--- config.mk ---
export PLATFORM = sky130hd
export DESIGN_NAME = cdc_hs_arbiter
export DESIGN_NICKNAME = d
export VERILOG_FILES = /design/src/rtl/cdc_hs_arbiter.sv
export SDC_FILE = /design/constraint.sdc
export NUM_CORES = 1
export LEC_CHECK = 0
export CORE_ASPECT_RATIO = 0.9
export CORE_MARGIN = 3
export CORE_UTILIZATION = 53
export CTS_CLUSTER_DIAMETER = 120
export DETAILED_ROUTE_END_ITERATION = 6
export PLACE_DENSITY = 0.9
export SLEW_MARGIN = 0
export SYNTH_ARGS = -nofsm -noshare
export SYNTH_HDL_FRONTEND = slang
export SYNTH_SLANG_ARGS = --single-unit
--- constraint.sdc ---
create_clock -name clk_src -period 4.4 [get_ports clk_src]
set_clock_uncertainty 0.1 [all_clocks]
set_input_delay 0.44 -clock clk_src [delete_from_list [all_inputs] [get_ports clk_src]]
set_output_delay 0.44 -clock clk_src [all_outputs]
set_load 0.02 [all_outputs]
--- src/rtl/cdc_hs_arbiter.sv ---
// cdc_hs_arbiter: round-robin arbiter sharing one four-phase CDC handshake channel, with ack timeout abort
module cdc_hs_arbiter #(
  parameter int NUM_REQ = 4,
  parameter int DATA_W  = 8,
  parameter int TIMEOUT = 255
) (
  input  logic                      clk_src,
  input  logic                      rst_n,
  input  logic [NUM_REQ-1:0]        req_in,
  input  logic [NUM_REQ*DATA_W-1:0] data_in,
  input  logic                      ack_sync,
  output logic                      xfer_req,
  output logic [DATA_W-1:0]         xfer_data,
  output logic [NUM_REQ-1:0]        grant_out,
  output logic [NUM_REQ-1:0]        done_out,
  output logic                      err_out,
  output logic                      busy
);
  localparam int PW = $clog2(NUM_REQ);
  typedef enum logic [1:0] {IDLE, REQ_HI, REQ_LO, ABORT} state_t;
  state_t              state_q, state_d;
  logic [PW-1:0]       ptr_q, ptr_d, win;
  logic                found, tmo, xreq_q, err_q, err_d;
  logic [15:0]         cnt_q, cnt_d;
  logic [DATA_W-1:0]   data_q, data_d;
  logic [NUM_REQ-1:0]  grant_q, grant_d, done_q, done_d;
  assign tmo = cnt_q == 16'(TIMEOUT - 1);
  always_comb begin
    found = 1'b0;
    win   = ptr_q;
    for (int i = 0; i < NUM_REQ; i++) begin
      if (!found && req_in[(int'(ptr_q) + i) % NUM_REQ]) begin
        found = 1'b1;
        win   = PW'((int'(ptr_q) + i) % NUM_REQ);
      end
    end
  end
  always_comb begin
    state_d = state_q;
    ptr_d   = ptr_q;
    data_d  = data_q;
    grant_d = grant_q;
    done_d  = '0;
    err_d   = 1'b0;
    case (state_q)
      IDLE: if (!ack_sync && found) begin
        state_d = REQ_HI;
        ptr_d   = PW'((int'(win) + 1) % NUM_REQ);
        data_d  = data_in[int'(win)*DATA_W +: DATA_W];
        grant_d = NUM_REQ'(1) << win;
      end
      REQ_HI: if (ack_sync) state_d = REQ_LO;
        else if (tmo) begin
          state_d = ABORT;
          err_d   = 1'b1;
        end
      REQ_LO: if (!ack_sync) begin
          state_d = IDLE;
          done_d  = grant_q;
          grant_d = '0;
        end else if (tmo) begin
          state_d = ABORT;
          err_d   = 1'b1;
        end
      ABORT: if (!ack_sync) begin
        state_d = IDLE;
        grant_d = '0;
      end
      default: state_d = IDLE;
    endcase
    // the wait counter restarts on every state change and only runs while a handshake phase is pending
    cnt_d = (state_d != state_q || !(state_q inside {REQ_HI, REQ_LO})) ? '0
          : cnt_q + 16'(cnt_q != 16'hFFFF);
  end
  always_ff @(posedge clk_src or negedge rst_n) begin
    if (!rst_n) begin
      state_q <= IDLE;
      ptr_q   <= '0;
      cnt_q   <= '0;
      data_q  <= '0;
      grant_q <= '0;
      done_q  <= '0;
      err_q   <= 1'b0;
      xreq_q  <= 1'b0;
    end else begin
      state_q <= state_d;
      ptr_q   <= ptr_d;
      cnt_q   <= cnt_d;
      data_q  <= data_d;
      grant_q <= grant_d;
      done_q  <= done_d;
      err_q   <= err_d;
      xreq_q  <= state_d == REQ_HI;
    end
  end
  assign xfer_req  = xreq_q;
  assign xfer_data = data_q;
  assign grant_out = grant_q;
  assign done_out  = done_q;
  assign err_out   = err_q;
  assign busy      = state_q != IDLE;
endmodule

==> flow_summary.ini <==
[outcome]
outcome = completed

[setup_path]
critPathCaptureType = register
required_ns = 4.46
crit_chain = clkdlybuf4s50_1 > nor2b_1 > o21a_1 > nor3_2 > clkinv_1 > a2111oi_0 > a211oi_1
max_stage_delay_ns = 0.64
crit_arrival_ns = 3.07
path_class = input pin to register
cp_max_fo = 18
path_delay_family = buffers and inverters
crit_buf_inv = 2
cp_slowest_cell = a2111oi_0
start_kind = input pin

[route]
drt_pass1_iterations = 4
drc_errors = 0
avgViaCountPerCell = 6.01
drt-total-wl_um = 5550
wl_per_cell_um = 16.4
drtIter0Drc = 139
antenna_left = 0
vias = 2030

[flow_run]
maxCapViolCount = 0

[power_and_ir_drop]
p_leak_uw = 0.00119
power.density_nw_per_um2 = 523
ir_drop_v = 0.000283

[grt]
grt_pass1_wl_um = 9270
grt_pass1_vias = 1993
antenna_found_initial = 0
grt_util_all_layers_pct = 24.2
overflow = 0
grt_start_max_net_pins = 39

[yosys]
synth.net_count = 284
ys_ff_latch = 38
ys.flop_type = dfrtp_1
synth_common_cells = dfrtp_1 (38), nor3_1 (21), nand2_1 (20)
syn_area_per_cell_um2 = 9.66
yosysTopAreaCell = dfrtp_1
synthesis.area_um2 = 2260
netlist.area_leader.share_pct = 42.1
synth_area_leaders = dfrtp_1 (42%), ha_1 (6.1%), nor3_1 (4.6%), mux2i_1 (3.5%), nand2_1 (3.3%)
ys_seq_area_share_pct = 42.1
synth_edf_count = 0
synth.most_common_cell = dfrtp_1
synth_cells = 234
synthArstFlopShare_pct = 100
synth_warnings = 0
synthDistinctLibCells = 45

[floorplanning]
die-area_um2 = 5090
initial_core_util_pct = 57.8
std_cell_rows = 21
core_um2 = 3920
ioPinCount = 58
die_h_um = 68.0
die_w_um = 74.8

[sta]
setup_viol = 0
rsz0062_at_grt = no
tightest_slew_ns = 0.834
final_hold_viol_count = 0
drv_slew = 0
slew_headroom_pct = 44.4
setup_tns_ns = 0
fin_crit_sh_pct = 68.5
final.min_clock_period_ns = 3.01
fmax_mhz = 332

[clock_tree]
hold_buffers = 0
clockBufferDepth = 2
cts_buffers = 5
cts_sinks = 38
cts_setup_buffers = 0
h-tree-depth = 2
clk_latency_ns = 0.29
cts_root_buffer = clkbuf_8
cts_resized = 0
tritoncts = yes
clk_pin_slew_ns = 0.08

[worst_hold_path]
holdCritPathClass = input pin to asynchronous set/reset pin

[cells_and_area]
area_growth_pct = 30.8
final_nets = 341
drive_gt1_share_pct = 7.19
n_antenna_cell = 0
post-route-util_pct = 75.6

[placed_design]
post-dp-hpwl_um = 4060
place_congestion = 0.828
port_buffers = 57
[through the flow]
stage / hold WS, ns / worst slack (ns) / instance area (um^2) / power [uW] / std cells
after floorplan: 0.0444 / 1.92 / 2260 / 1020 / 234
after global placement: 0.380 / 1.32 / 2870 / 1270 / 330
after detailed placement: 0.394 / 1.11 / 2870 / 1290 / 330
after CTS: 0.166 / 1.40 / 2960 / 1550 / 338
after global routing: 0.207 / 1.20 / 2960 / 1660 / 338
final: 0.143 / 1.39 / 2960 / 1550 / 338
[report_power, final]
| part | total (uW) | internal (uW) | switching [uW] |
|---|---|---|---|
| clock network | 251 | 126 | 125 |
| registers | 494 | 431 | 62.1 |
| logic | 802 | 335 | 468 |
| total | 1550 | 893 | 655 |
[cell families after synthesis]
| kind of cell | count (synthesis) | share of synthesized area, % |
|---|---|---|
| AO/OA/AOI/OAI | 42 | 14.2 |
| buffers and inverters | 18 | 3.38 |
| multiplexers | 8 | 3.54 |
| adder cells (fa/ha/maj) | 11 | 6.09 |
| XOR/XNOR | 14 | 5.42 |
| flip-flops | 38 | 42.1 |
| AND/OR/NAND/NOR | 103 | 25.3 |
[cell type report]
| class | instances | area (um^2) |
|---|---|---|
| multi-input cells | 178 | 1240 |
| fillers | 278 | 957 |
| flip-flops and latches | 38 | 951 |
| repair buffers | 60 | 588 |
| clock buffers | 7 | 86.3 |
| well taps | 46 | 57.6 |
| inverters | 8 | 30.0 |
| clock inverters | 1 | 5.00 |
[registers in the layout (all words and copies together) (netlist names)]
register   count
xfer_data      8
ptr_q          2
grant_out      4
done_out       4
state_q        2
err_out        1
cnt_q         16
xfer_req       1
[routing by layer]
| layer | GRT usage (%) | part of all wire [%] |
|---|---|---|
| met1 | 31.1 | 43 |
| met2 | 40.9 | 50 |
| met3 | 3.52 | 5.6 |
| met4 | 10.0 | 1.4 |
| met5 | 0 | 0 |
[cell usage in the layout (no fill, tap or decap), drive strengths merged, types with 3 or more instances in the layout]
cell type	n
a2111oi	8
a211oi	9
a21oi	5
and2	7
buf	4
clkbuf	7
clkdlybuf4s50	56
dfrtp	38
ha	11
inv	7
mux2i	8
nand2	20
nand3	4
nand4	4
nor2	17
nor2b	8
nor3	23
nor4b	8
o21ai	7
or4	3
xnor2	7
xor2	7
[path summary, 6_finish.rpt]
path	slack, ns	cells after the start	startpoint	to
worst min-delay path	0.14	1	rst_n	err_out
max in group asynchronous	3.53	1	rst_n	cnt_q[9]
worst min register to register	0.40	2	grant_out[3]	grant_out[3]
worst max-delay path	1.39	7	req_in[3]	xfer_data[2]
worst max register to register	1.72	6	ptr_q[0]	xfer_data[2]
min in group clk_src	0.40	2	grant_out[3]	grant_out[3]
[worst register-to-register path, delay by kind of cell (launching register included)]
family | cells | cell delay, ns
flops | 1 | 0.42
compound gates | 3 | 1.02
buf+inv | 1 | 0.59
simple gates | 2 | 0.42
Note: power is estimated with default switching activity, not from simulation.
